[src/rtl/k580vt57.sv]
// Four-channel DMA controller in the style of the K580VT57/8257, one byte per 4-clk transfer (S1-S4).
// Optional ch2 autoload from ch3 is built when K580VT57_AUTOLOAD_EN is defined.
module k580vt57 (
    input  logic        clk,
    input  logic        reset,
    input  logic [3:0]  iaddr,
    input  logic [7:0]  idata,
    output logic [7:0]  odata,
    input  logic        iwe_n,
    input  logic        ird_n,
    input  logic [3:0]  drq,
    output logic [3:0]  dack,
    output logic        hrq,
    input  logic        hlda,
    output logic [15:0] oaddr,
    output logic        omemr_n,
    output logic        omemw_n,
    output logic        oior_n,
    output logic        oiow_n,
    output logic        tc,
    output logic        mark
);

    localparam logic [2:0] ST_IDLE = 3'd0;
    localparam logic [2:0] ST_SREQ = 3'd1;
    localparam logic [2:0] ST_S1   = 3'd2;
    localparam logic [2:0] ST_S2   = 3'd3;
    localparam logic [2:0] ST_S3   = 3'd4;
    localparam logic [2:0] ST_S4   = 3'd5;

    localparam logic [1:0] XM_WRITE = 2'b01;
    localparam logic [1:0] XM_READ  = 2'b10;

    logic [15:0] ch_addr [4];
    logic [15:0] ch_cnt  [4];
    logic [7:0]  mode;
    logic [3:0]  tc_flag;
    logic        upd_flag;
    logic        byte_ff;
    logic        iwe_q;
    logic        ird_q;
    logic [2:0]  state;
    logic [1:0]  cur_ch;
    logic [1:0]  last_ch;
    logic        hrq_q;

    logic        wr_stb;
    logic        rd_stb;
    logic [3:0]  req;
    logic [3:0]  en_after;
    logic [3:0]  req_s4;
    logic [15:0] cnt_cur;
    logic [1:0]  xfer_mode;
    logic        is_tc;
    logic        autoload_hit;
    logic [1:0]  win;
    logic [1:0]  win_s4;
    logic        in_cycle;
    logic        strobe_win;

    // Rotating mode searches upward from the channel after 'last'; the last one
    // serviced is visited first and overwritten by every better candidate.
    function automatic logic [1:0] pick_ch(input logic [3:0] r, input logic [1:0] last,
                                           input logic rot);
        logic [1:0] c;
        pick_ch = 2'd0;
        if (rot) begin
            for (int i = 4; i >= 1; i--) begin
                c = last + i[1:0];
                if (r[c]) pick_ch = c;
            end
        end else begin
            for (int i = 3; i >= 0; i--) begin
                if (r[i]) pick_ch = i[1:0];
            end
        end
    endfunction

    assign wr_stb    = iwe_n & ~iwe_q & ~hlda;
    assign rd_stb    = ird_n & ~ird_q;
    assign req       = drq & mode[3:0];
    assign cnt_cur   = ch_cnt[cur_ch];
    assign xfer_mode = cnt_cur[15:14];
    assign is_tc     = (cnt_cur[13:0] == 14'd0);

`ifdef K580VT57_AUTOLOAD_EN
    assign autoload_hit = mode[7] && (cur_ch == 2'd2) && is_tc;
`else
    // Bit 7 is kept in the mode register but has no effect in this build.
    assign autoload_hit = 1'b0 && mode[7];
`endif

    assign en_after = (is_tc && mode[6] && !autoload_hit) ? (mode[3:0] & ~(4'b0001 << cur_ch))
                                                          : mode[3:0];
    assign req_s4   = drq & en_after;
    assign win      = pick_ch(req, last_ch, mode[4]);
    assign win_s4   = pick_ch(req_s4, cur_ch, mode[4]);

    always_ff @(posedge clk) begin
        if (reset) begin
            for (int i = 0; i < 4; i++) begin
                ch_addr[i] <= 16'h0000;
                ch_cnt[i]  <= 16'h0000;
            end
            mode     <= 8'h00;
            tc_flag  <= 4'h0;
            upd_flag <= 1'b0;
            byte_ff  <= 1'b0;
            iwe_q    <= 1'b1;
            ird_q    <= 1'b1;
            state    <= ST_IDLE;
            cur_ch   <= 2'd0;
            last_ch  <= 2'd3;
            hrq_q    <= 1'b0;
        end else begin
            iwe_q <= iwe_n;
            ird_q <= ird_n;

            if (wr_stb) begin
                if (!iaddr[3]) begin
                    case ({iaddr[0], byte_ff})
                        2'b00: ch_addr[iaddr[2:1]][7:0]  <= idata;
                        2'b01: ch_addr[iaddr[2:1]][15:8] <= idata;
                        2'b10: ch_cnt[iaddr[2:1]][7:0]   <= idata;
                        default: ch_cnt[iaddr[2:1]][15:8] <= idata;
                    endcase
                    byte_ff <= ~byte_ff;
                end else if (iaddr == 4'd8) begin
                    mode     <= idata;
                    byte_ff  <= 1'b0;
                    upd_flag <= 1'b0;
                end
            end

            if (rd_stb) begin
                if (!iaddr[3]) byte_ff <= ~byte_ff;
                else if (iaddr == 4'd8) tc_flag <= 4'h0;
            end

            case (state)
                ST_IDLE: begin
                    if (|req) begin
                        state <= ST_SREQ;
                        hrq_q <= 1'b1;
                    end
                end
                ST_SREQ: begin
                    if (!(|req)) begin
                        hrq_q <= 1'b0;
                        state <= ST_IDLE;
                    end else if (hlda) begin
                        cur_ch <= win;
                        state  <= ST_S1;
                    end
                end
                ST_S1: state <= ST_S2;
                ST_S2: state <= ST_S3;
                ST_S3: state <= ST_S4;
                ST_S4: begin
                    ch_addr[cur_ch]      <= ch_addr[cur_ch] + 16'd1;
                    ch_cnt[cur_ch][13:0] <= cnt_cur[13:0] - 14'd1;
                    last_ch              <= cur_ch;
                    if (is_tc) begin
                        tc_flag[cur_ch] <= 1'b1;
                        if (mode[6]) mode[3:0] <= en_after;
                    end
`ifdef K580VT57_AUTOLOAD_EN
                    // Reload overrides the increment/decrement just scheduled for ch2.
                    if (autoload_hit) begin
                        ch_addr[2] <= ch_addr[3];
                        ch_cnt[2]  <= ch_cnt[3];
                        upd_flag   <= 1'b1;
                    end else if (cur_ch == 2'd2) begin
                        upd_flag <= 1'b0;
                    end
`endif
                    if (hlda && (|req_s4)) begin
                        cur_ch <= win_s4;
                        state  <= ST_S1;
                    end else begin
                        hrq_q <= 1'b0;
                        state <= ST_IDLE;
                    end
                end
                default: begin
                    state <= ST_IDLE;
                    hrq_q <= 1'b0;
                end
            endcase
        end
    end

    assign in_cycle   = (state == ST_S1) || (state == ST_S2) || (state == ST_S3);
    assign strobe_win = (state == ST_S2) || (state == ST_S3);

    assign hrq     = hrq_q;
    assign dack    = in_cycle ? (4'b0001 << cur_ch) : 4'b0000;
    assign oaddr   = (in_cycle || state == ST_S4) ? ch_addr[cur_ch] : 16'h0000;
    assign omemr_n = !(strobe_win && xfer_mode == XM_READ);
    assign oiow_n  = !(strobe_win && xfer_mode == XM_READ);
    assign oior_n  = !(strobe_win && xfer_mode == XM_WRITE);
    assign omemw_n = !((xfer_mode == XM_WRITE) &&
                       ((state == ST_S3) || (state == ST_S2 && mode[5])));
    assign tc      = strobe_win && is_tc;
    assign mark    = strobe_win && (cnt_cur[6:0] == 7'd0) && !is_tc;

    always_comb begin
        logic [15:0] sel;
        sel   = iaddr[0] ? ch_cnt[iaddr[2:1]] : ch_addr[iaddr[2:1]];
        odata = 8'h00;
        if (!iaddr[3]) odata = byte_ff ? sel[15:8] : sel[7:0];
        else if (iaddr == 4'd8) odata = {3'b000, upd_flag, tc_flag};
    end

endmodule

[config.mk]
export PLATFORM = sky130hd
export DESIGN_NAME = k580vt57
export DESIGN_NICKNAME = d
export VERILOG_FILES = /design/src/rtl/k580vt57.sv
export SDC_FILE = /design/constraint.sdc
export NUM_CORES = 1
export LEC_CHECK = 0
export CAP_MARGIN = 20
export CORE_MARGIN = 4
export CORE_UTILIZATION = 40
export CTS_BUF_LIST = sky130_fd_sc_hd__clkbuf_8
export DETAILED_ROUTE_END_ITERATION = 8
export GPL_TIMING_DRIVEN = 1
export PLACE_DENSITY = 0.66
export SLEW_MARGIN = 20
export SYNTH_ARGS = -nofsm -noshare
export SYNTH_HDL_FRONTEND = slang
export SYNTH_SLANG_ARGS = --single-unit
export TNS_END_PERCENT = 5
[constraint.sdc]
create_clock -name clk -period 4.1 [get_ports clk]
set_input_delay 0.615 -clock clk [delete_from_list [all_inputs] [get_ports clk]]
set_output_delay 0.615 -clock clk [all_outputs]
set_load 0.005 [all_outputs]
# == Yosys cells after proc, flatten, opt, wreduce, memory -nomap -nowiden ==
# Memory sizes are Yosys's and may differ from the RTL's. A register that Yosys moved wholly into a read port is not among the register bits.
# Index checks and enable logic that the tools add are counted.
# W data, S select, Z words.
# word_totals
n_memories,2
reg_bits,22
mem_bits_rw,128
input_bits,21
# mem_list
name,words,word_bits,read_ports,rd_ports_with_merged_regs,write_ports,line,source
ch_addr,4,16,2,1,4,34,logic [15:0] ch_addr [4];
ch_cnt,4,16,2,1,4,35,logic [15:0] ch_cnt [4];
# op_classes
reduce_logical,36
shift,1
addsub,8
n_lt_le_gt_ge,9
n_eq_ne,18
bitwise,13
n_mux,114
# op_table
cell,count
$mux W16,6
$mux W2,33
$reduce_or A16 Y1,4
$mux W4,15
$mux W1,43
$lt A2 B3 Y1 const B,8
$pmux W3 S6,1
$add A16 B1 Y16 const B,1
$bmux W1 S2,8
$mux W8,2
$logic_not A14 Y1,1
$sub A14 B1 Y14 const B,1
$and A4 B4 Y4,3
$ne A2 B2 Y1 const B,6
$logic_and A1 B1 Y1,10
$mux W3,3
$add A2 B2 Y2 const B,4
$reduce_or A4 Y1,2
$logic_not A7 Y1,1
$eq A3 B2 Y1 const B,2
$eq A3 B3 Y1 const B,2
$ne A6 B6 Y1 const B,1
$reduce_or A3 Y1,2
$logic_or A1 B1 Y1,5
23 further kinds,35

# == Longest topological paths before layout ==
# Gate-level depths: netlist of the first run.
# depth
word_depth,16
mapped_depth,15
mapped_depth_nobuf,10

# == Least setup slack after synthesis of the first run ==
# Ideal clock, no wire load.
# synth_path
kind,flip-flop to flip-flop
startpoint,register (tool-made name)
endpoint,register (tool-made name)
n_path_buf,5
path_stages_with_launch,16
arrival_ps,4004
slack_ps,-35
period_less_slack_ps,4135
path_cell_list,dfxtp_1 > buf_6 > buf_6 > buf_1 > mux4_2 > inv_1 > ha_1 > or3b_1 > clkbuf_1 > or4_4 > and2_4 > buf_6 > o41ai_4 > a2111oi_0 > a21boi_4 > mux2i_1

==> flow_metrics.tcl, run 1 <==
set metrics [dict create \
    seq_pwr_share_pct 53.4 \
    timing.hold.worst_endpoint "tc_flag[2]$_SDFF_PP0_" \
    grt_pass1_wl_um 45340 \
    synth.ff_latch_count 152 \
    worstPathBufferInverterCount 2 \
    area_of_the_multi_input_gates_um2 4798 \
    routed_wire_length_per_instance_um 24.44 \
    clock_power_share_pct 37.1 \
    worst-setup-path-type "register to output pin" \
    die_w_um 161.4 \
    report.final.slew_viol_count 0 \
    num-nets-final 921 \
    drive_gt1_share_pct 18.32 \
    power_density_nw_per_um2 298.5 \
    detail_route.drc_violations 0 \
    synth_edf_count 128 \
    critical_path.endpoint_type "output pin" \
    rsz_0062_raised_after_global_routing "no" \
    first_global_vias 7514 \
    setup_viol 0 \
    critPathArrivalTime_ns 3.38 \
    p_comb_share_pct 9.5 \
    synth_ff_type "edfxtp_1" \
    detailedRoute.firstIterationViolations 924 \
    clock_skew_ns 0.01658 \
    netlist_area_um2 9415 \
    clock_tree_from_tritoncts "yes" \
    reg2reg_setup_slack_ns 0.33 \
    most_common_library_cell_in_the_layout_ignoring_fill_and_taps "edfxtp_1" \
    fmaxAchievable_mhz 250.5 \
    clockBufferDepth 2 \
    crit_chain "mux4_2 -> or4_4 -> or4_1 -> nor3_2 -> buf_4 -> nor4_1 -> clkdlybuf4s50_1" \
    cts.hold.buffers_added 0 \
    hold_viol_final 0 \
    die_area_um2 26060 \
    worst-path-max-fanout 7 \
    rr_worst_depth 11 \
    post_synth_main_area_contributors "edfxtp_1, mux4_2, o22ai_1, dfxtp_1, nand2_1" \
    yosysTopAreaCellShare_pct 40.82 \
    vdd_ir_drop_max_v 0.0001742 \
    numCtsBuffers 17 \
    worst_setup_path_start_kind "register" \
    gr-total-overflow 0 \
    warnings_from_yosys 0 \
    port-buffer-count 55 \
    power.leakage_nw 3.563 \
    family_of_cells_with_the_greatest_summed_delay_on_the_critical_path "simple AND/OR/NAND/NOR gates" \
    grt_start_max_net_pins 43 \
    vias 7793 \
    min_period_over_period_pct 97.37 \
    period_needed_ns 3.992 \
    holdPathStages 1 \
    layout-area-overhead-vs-synth_pct 15.67 \
    sequential_cell_area_um2 4329 \
    dr.pass1.iters 6 \
    mappedNetlistNets 867 \
    dp_hpwl_um 21210 \
    final_antenna_net_count 0 \
    cp_slowest_stage_delay_ns 0.60 \
    critPathRequiredTime_ns 3.48 \
    gr-usage-all-layers_pct 22.85 \
    yosysSeqAreaShare_pct 45.93 \
    initial_core_util_pct 41.09 \
    internal_power_w 0.002395 \
    core_um2 22920 \
    worst_path_max_delay_cell "or4_4" \
    layout_common_cells "edfxtp_1, nand2_1, o22ai_1" \
    power_switching_w 0.0008550 \
    status "finished clean" \
    netlist.top_cell.by_area "edfxtp_1" \
    worst_slew_pin_slew_ns 0.9167 \
    rows 55 \
    antenna_found_initial 0 \
    syn-instance-count 839 \
    routabilityCongestion 0.9532 \
    min-delay-path-class "register to register" \
    fin_tns_setup_ns 0 \
    top_level_i_o_count 56 \
    hold_path.startpoint "tc_flag[2]$_SDFF_PP0_" \
    cts.sinks 152 \
    max-slew-margin-rel_pct 38.89 \
    fp.dieH_um 161.4 \
    placed_area_um2 10430 \
    routed_wl_um 29800 \
    diodes 0 \
    clk_root_buffer_cell "clkbuf_8" \
    asyncSetResetFlopFracSynth_pct 0 \
    worstSkewPairLatency_ns 0.48 \
    sw_frac_of_total_pct 26.31 \
    clk_pin_slew_ns 0.10 \
    n_fill_cell 2075 \
    synth.avg_cell_area_um2 11.22 \
    ys_types 66 \
    max-cap-violations 0 \
    whs_ns 0.4921 \
    vias_per_cell 6.393 \
    ctsHtreeMaxLevel 4 \
    stdcell_area_um2 10890 \
]
layout make-up:
type | instances | area share (%)
multi-input combinational | 611 | 44.06
clock inverter | 15 | 1.517
tap | 313 | 3.596
timing repair buffer | 96 | 8.410
sequential | 152 | 39.75
inverter | 15 | 0.5170
clock buffer | 17 | 2.148
cells in the mapped netlist, types with 4 or more instances:
cell type  number
or3_1           8
or2_2           4
edfxtp_1      128
nor2b_1        12
nor4_1          7
mux2i_1        11
mux2_2          4
inv_1          14
and2_1         28
clkbuf_1       45
nand3_1        37
a21oi_1        38
nand4_1         5
a31oi_1         5
xor2_1         11
and3_1          7
o21ai_0        47
or4_1           7
nand3b_1        6
xnor2_1        16
nor2_1         35
a221o_1         4
o211ai_1        4
nand2_1        97
dfxtp_1        24
ha_1            7
o22ai_1        79
buf_1          10
mux4_2         68
nor3_1         20
how the worst max path moves through the flow:
stage / slack (ns) / end / cells past startpoint
global route: 0.03 / mark / 7
CTS: 0.06 / mark / 8
floorplan: 0.21 / register / 14
detailed placement: 0.34 / register / 10
finish: 0.11 / mark / 7
global placement: 0.38 / mark / 7
sequential cells by signal, indices dropped and copies added, names as in the netlist, named ones only:
register	count
byte_ff	1
ch_addr	64
ch_cnt	64
cur_ch	2
hrq	1
ird_q	1
iwe_q	1
last_ch	2
mode	7
state	3
tc_flag	4
stage by stage:
step,utilization [%],worst slack [ns],power (W),cells
final,47.52,0.1077,0.003250,1219
after global routing,47.52,0.03114,0.003333,1219
after CTS,47.39,0.05862,0.003245,1218
after detailed placement,45.53,0.3357,0.002076,1185
after global placement,45.53,0.3844,0.002071,1185
after floorplan,-,0.2071,0.001936,839
cells by family after synthesis:
| family | share of synthesized area, % |
|---|---|
| AND/OR/NAND/NOR | 15.32 |
| AO/OA/AOI/OAI | 14.06 |
| XOR/XNOR | 2.512 |
| multiplexers | 17.91 |
| flip-flops | 45.93 |
| buffers and inverters | 3.336 |
| adder cells (fa/ha/maj) | 0.9302 |
what timing repair did:
item | in CTS | in global routing
setup buffers | 1 | 0
resized for setup | 2 | 2
cloned | 0 | 1
endpoints found under the setup margin | 2 | 2
per-layer routing:
layer / part of all wire, % / vias up / track usage [%] / wire length (um)
met5: 0 / - / 0 / 0
met4: 1.8 / 0 / 5.235 / 542
li1: - / 3420 / - / -
met1: 40 / 3818 / 32.04 / 11820
met3: 11 / 40 / 5.103 / 3382
met2: 47 / 515 / 36.59 / 14050
power by group through the flow:
| stage | combinational [W] | sequential [W] | clock [W] |
|---|---|---|---|
| final | 0.000310 | 0.00173 | 0.00121 |
| after global routing | 0.000327 | 0.00174 | 0.00127 |
| after CTS | 0.000307 | 0.00173 | 0.00120 |
| after detailed placement | 0.000306 | 0.00177 | 0 |
| after floorplan | 0.000177 | 0.00176 | 0 |
| after global placement | 0.000304 | 0.00177 | 0 |
Note: power is estimated with default switching activity, not from simulation.
==> run 2, diff against run 1 <==
- CTS_BUF_LIST: sky130_fd_sc_hd__clkbuf_8 -> sky130_fd_sc_hd__clkbuf_4 sky130_fd_sc_hd__clkbuf_8
==> flow_metrics.tcl, run 2 (synthesis gave the netlist of run 1 again) <==
set metrics [dict create \
    critPathArrivalTime_ns 3.37 \
    vias_per_cell 6.390 \
    numCtsBuffers 17 \
    power.leakage_nw 3.562 \
    first_global_vias 7527 \
    cts.hold.buffers_added 0 \
    top_usage_layer "met2" \
    num-nets-final 921 \
    min_period_over_period_pct 97.16 \
    layout-area-overhead-vs-synth_pct 15.71 \
    antenna_found_initial 0 \
    rsz_0062_raised_after_global_routing "no" \
    routed_wire_length_per_instance_um 24.43 \
    gr-total-overflow 0 \
    grtUsageMet3_pct 5.129 \
    worst_path_max_delay_cell "or4_4" \
    status "finished clean" \
    worstPathBufferInverterCount 2 \
    core_um2 22920 \
    gr-usage-all-layers_pct 22.87 \
    fin_tns_setup_ns 0 \
    worst_slew_pin_slew_ns 0.9061 \
    final_antenna_net_count 0 \
    dp_worst_setup_slack_ns 0.3357 \
    max-slew-margin-rel_pct 39.59 \
    rr_worst_depth 11 \
    clk_pin_slew_ns 0.09 \
    grt_pass1_wl_um 45380 \
    power_switching_w 0.0008530 \
    worst_setup_path_start_kind "register" \
    routabilityCongestion 0.9532 \
    holdPathStages 1 \
    reg2reg_setup_slack_ns 0.33 \
    critical_path.endpoint_type "output pin" \
    min-delay-path-class "register to register" \
    clk_root_buffer_cell "clkbuf_8" \
    top_level_i_o_count 56 \
    fp.dieH_um 161.4 \
    fmaxAchievable_mhz 251.0 \
    rows 55 \
    family_of_cells_with_the_greatest_summed_delay_on_the_critical_path "simple AND/OR/NAND/NOR gates" \
    dr.pass1.iters 5 \
    setup_viol 0 \
    period_needed_ns 3.984 \
    grt_start_max_net_pins 43 \
    diodes 0 \
    die_area_um2 26060 \
    hold_path.startpoint "tc_flag[2]$_SDFF_PP0_" \
    final_critical_path_setup_slack_ns 0.1163 \
    die_w_um 161.4 \
    layout_top_registers "ch_addr (64), ch_cnt (64), mode (7)" \
    clock_power_share_pct 37.2 \
    internal_power_w 0.002405 \
    met2_usage_pct 36.59 \
    sw_frac_of_total_pct 26.18 \
    report.final.slew_viol_count 0 \
    detail_route.drc_violations 0 \
    drive_gt1_share_pct 18.43 \
    most_common_library_cell_in_the_layout_ignoring_fill_and_taps "edfxtp_1" \
    port-buffer-count 55 \
    cp_slowest_stage_delay_ns 0.60 \
    gr-usage-met1_pct 32.02 \
    max-cap-violations 0 \
    critPathRequiredTime_ns 3.48 \
    clock_skew_ns 0.01532 \
    power_density_nw_per_um2 299.0 \
    vdd_ir_drop_max_v 0.0001723 \
    ctsHtreeMaxLevel 4 \
    p_comb_share_pct 9.5 \
    hold_viol_final 0 \
    worst-setup-path-type "register to output pin" \
    clock_tree_from_tritoncts "yes" \
    timing.hold.worst_endpoint "tc_flag[2]$_SDFF_PP0_" \
    worst-path-max-fanout 7 \
    layout_common_cells "edfxtp_1, nand2_1, o22ai_1" \
    worstSkewPairLatency_ns 0.48 \
    initial_core_util_pct 41.09 \
    cts.sinks 152 \
    crit_chain "mux4_2 -> or4_4 -> or4_1 -> nor3_2 -> buf_4 -> nor4_1 -> clkdlybuf4s50_1" \
    detailedRoute.firstIterationViolations 969 \
    seq_pwr_share_pct 53.3 \
    clockBufferDepth 2 \
    routed_wl_um 29780 \
    vias 7789 \
    dp_hpwl_um 21210 \
]
run 2: how the worst max path moves through the flow:
stage / end / cells past startpoint
2_1_floorplan: register / 14
4_1_cts: mark / 8
3_3_place_gp: mark / 7
3_5_place_dp: register / 10
5_1_grt: mark / 7
6_report: mark / 7
run 2: power by group through the flow:
stage	Sequential (W)	Clock (W)	Combinational (W)
floorplan	0.00176	0	0.000177
CTS	0.00173	0.00121	0.000307
detailed placement	0.00177	0	0.000306
finish	0.00173	0.00121	0.000311
global route	0.00174	0.00128	0.000327
global placement	0.00177	0	0.000304
run 2: worst reg2reg max path, delay by kind of cell (launching register included):
family	cells	cell delay [ns]
multiplexers	2	0.82
AO/OA/AOI/OAI	3	0.85
buffers and inverters	2	0.26
AND/OR/NAND/NOR	3	1.18
flip-flops	1	0.43
adder cells (fa/ha/maj)	1	0.14
run 2: final cells by class:
type                    instances  area, um2
flip-flops and latches        152       4329
repair buffers                 96      915.9
multi-input cells             611       4798
clock inverters                14      161.4
clock buffers                  18      241.5
well taps                     313      391.6
fillers                      2073      12020
inverters                      15      56.30
run 2: routing by layer:
metal / vias to the layer above / share of wire (%) / routed length [um]
met5: - / 0 / 0
met4: 0 / 2.0 / 602
met3: 53 / 11 / 3209
met2: 480 / 47 / 14130
met1: 3837 / 40 / 11840
li1: 3419 / - / -
run 2: what timing repair did:
action | in CTS | in global routing
pin swaps | 0 | 0
setup buffers | 1 | 0
cloned | 0 | 1
endpoints found under the setup margin | 2 | 2
resized for setup | 2 | 2
run 2: per-stage QoR:
stage                     instance area (um2)  hold WS, ns  utilization (%)  power (W)  cells
after floorplan                          9417       0.4424                -   0.001936    839
after CTS                               10860       0.4979            47.40   0.003254   1218
after detailed placement                10430       0.4747            45.53   0.002076   1185
after global placement                  10430       0.4736            45.53   0.002071   1185
after global routing                    10890       0.5175            47.54   0.003342   1219
final                                   10890       0.4943            47.54   0.003258   1219
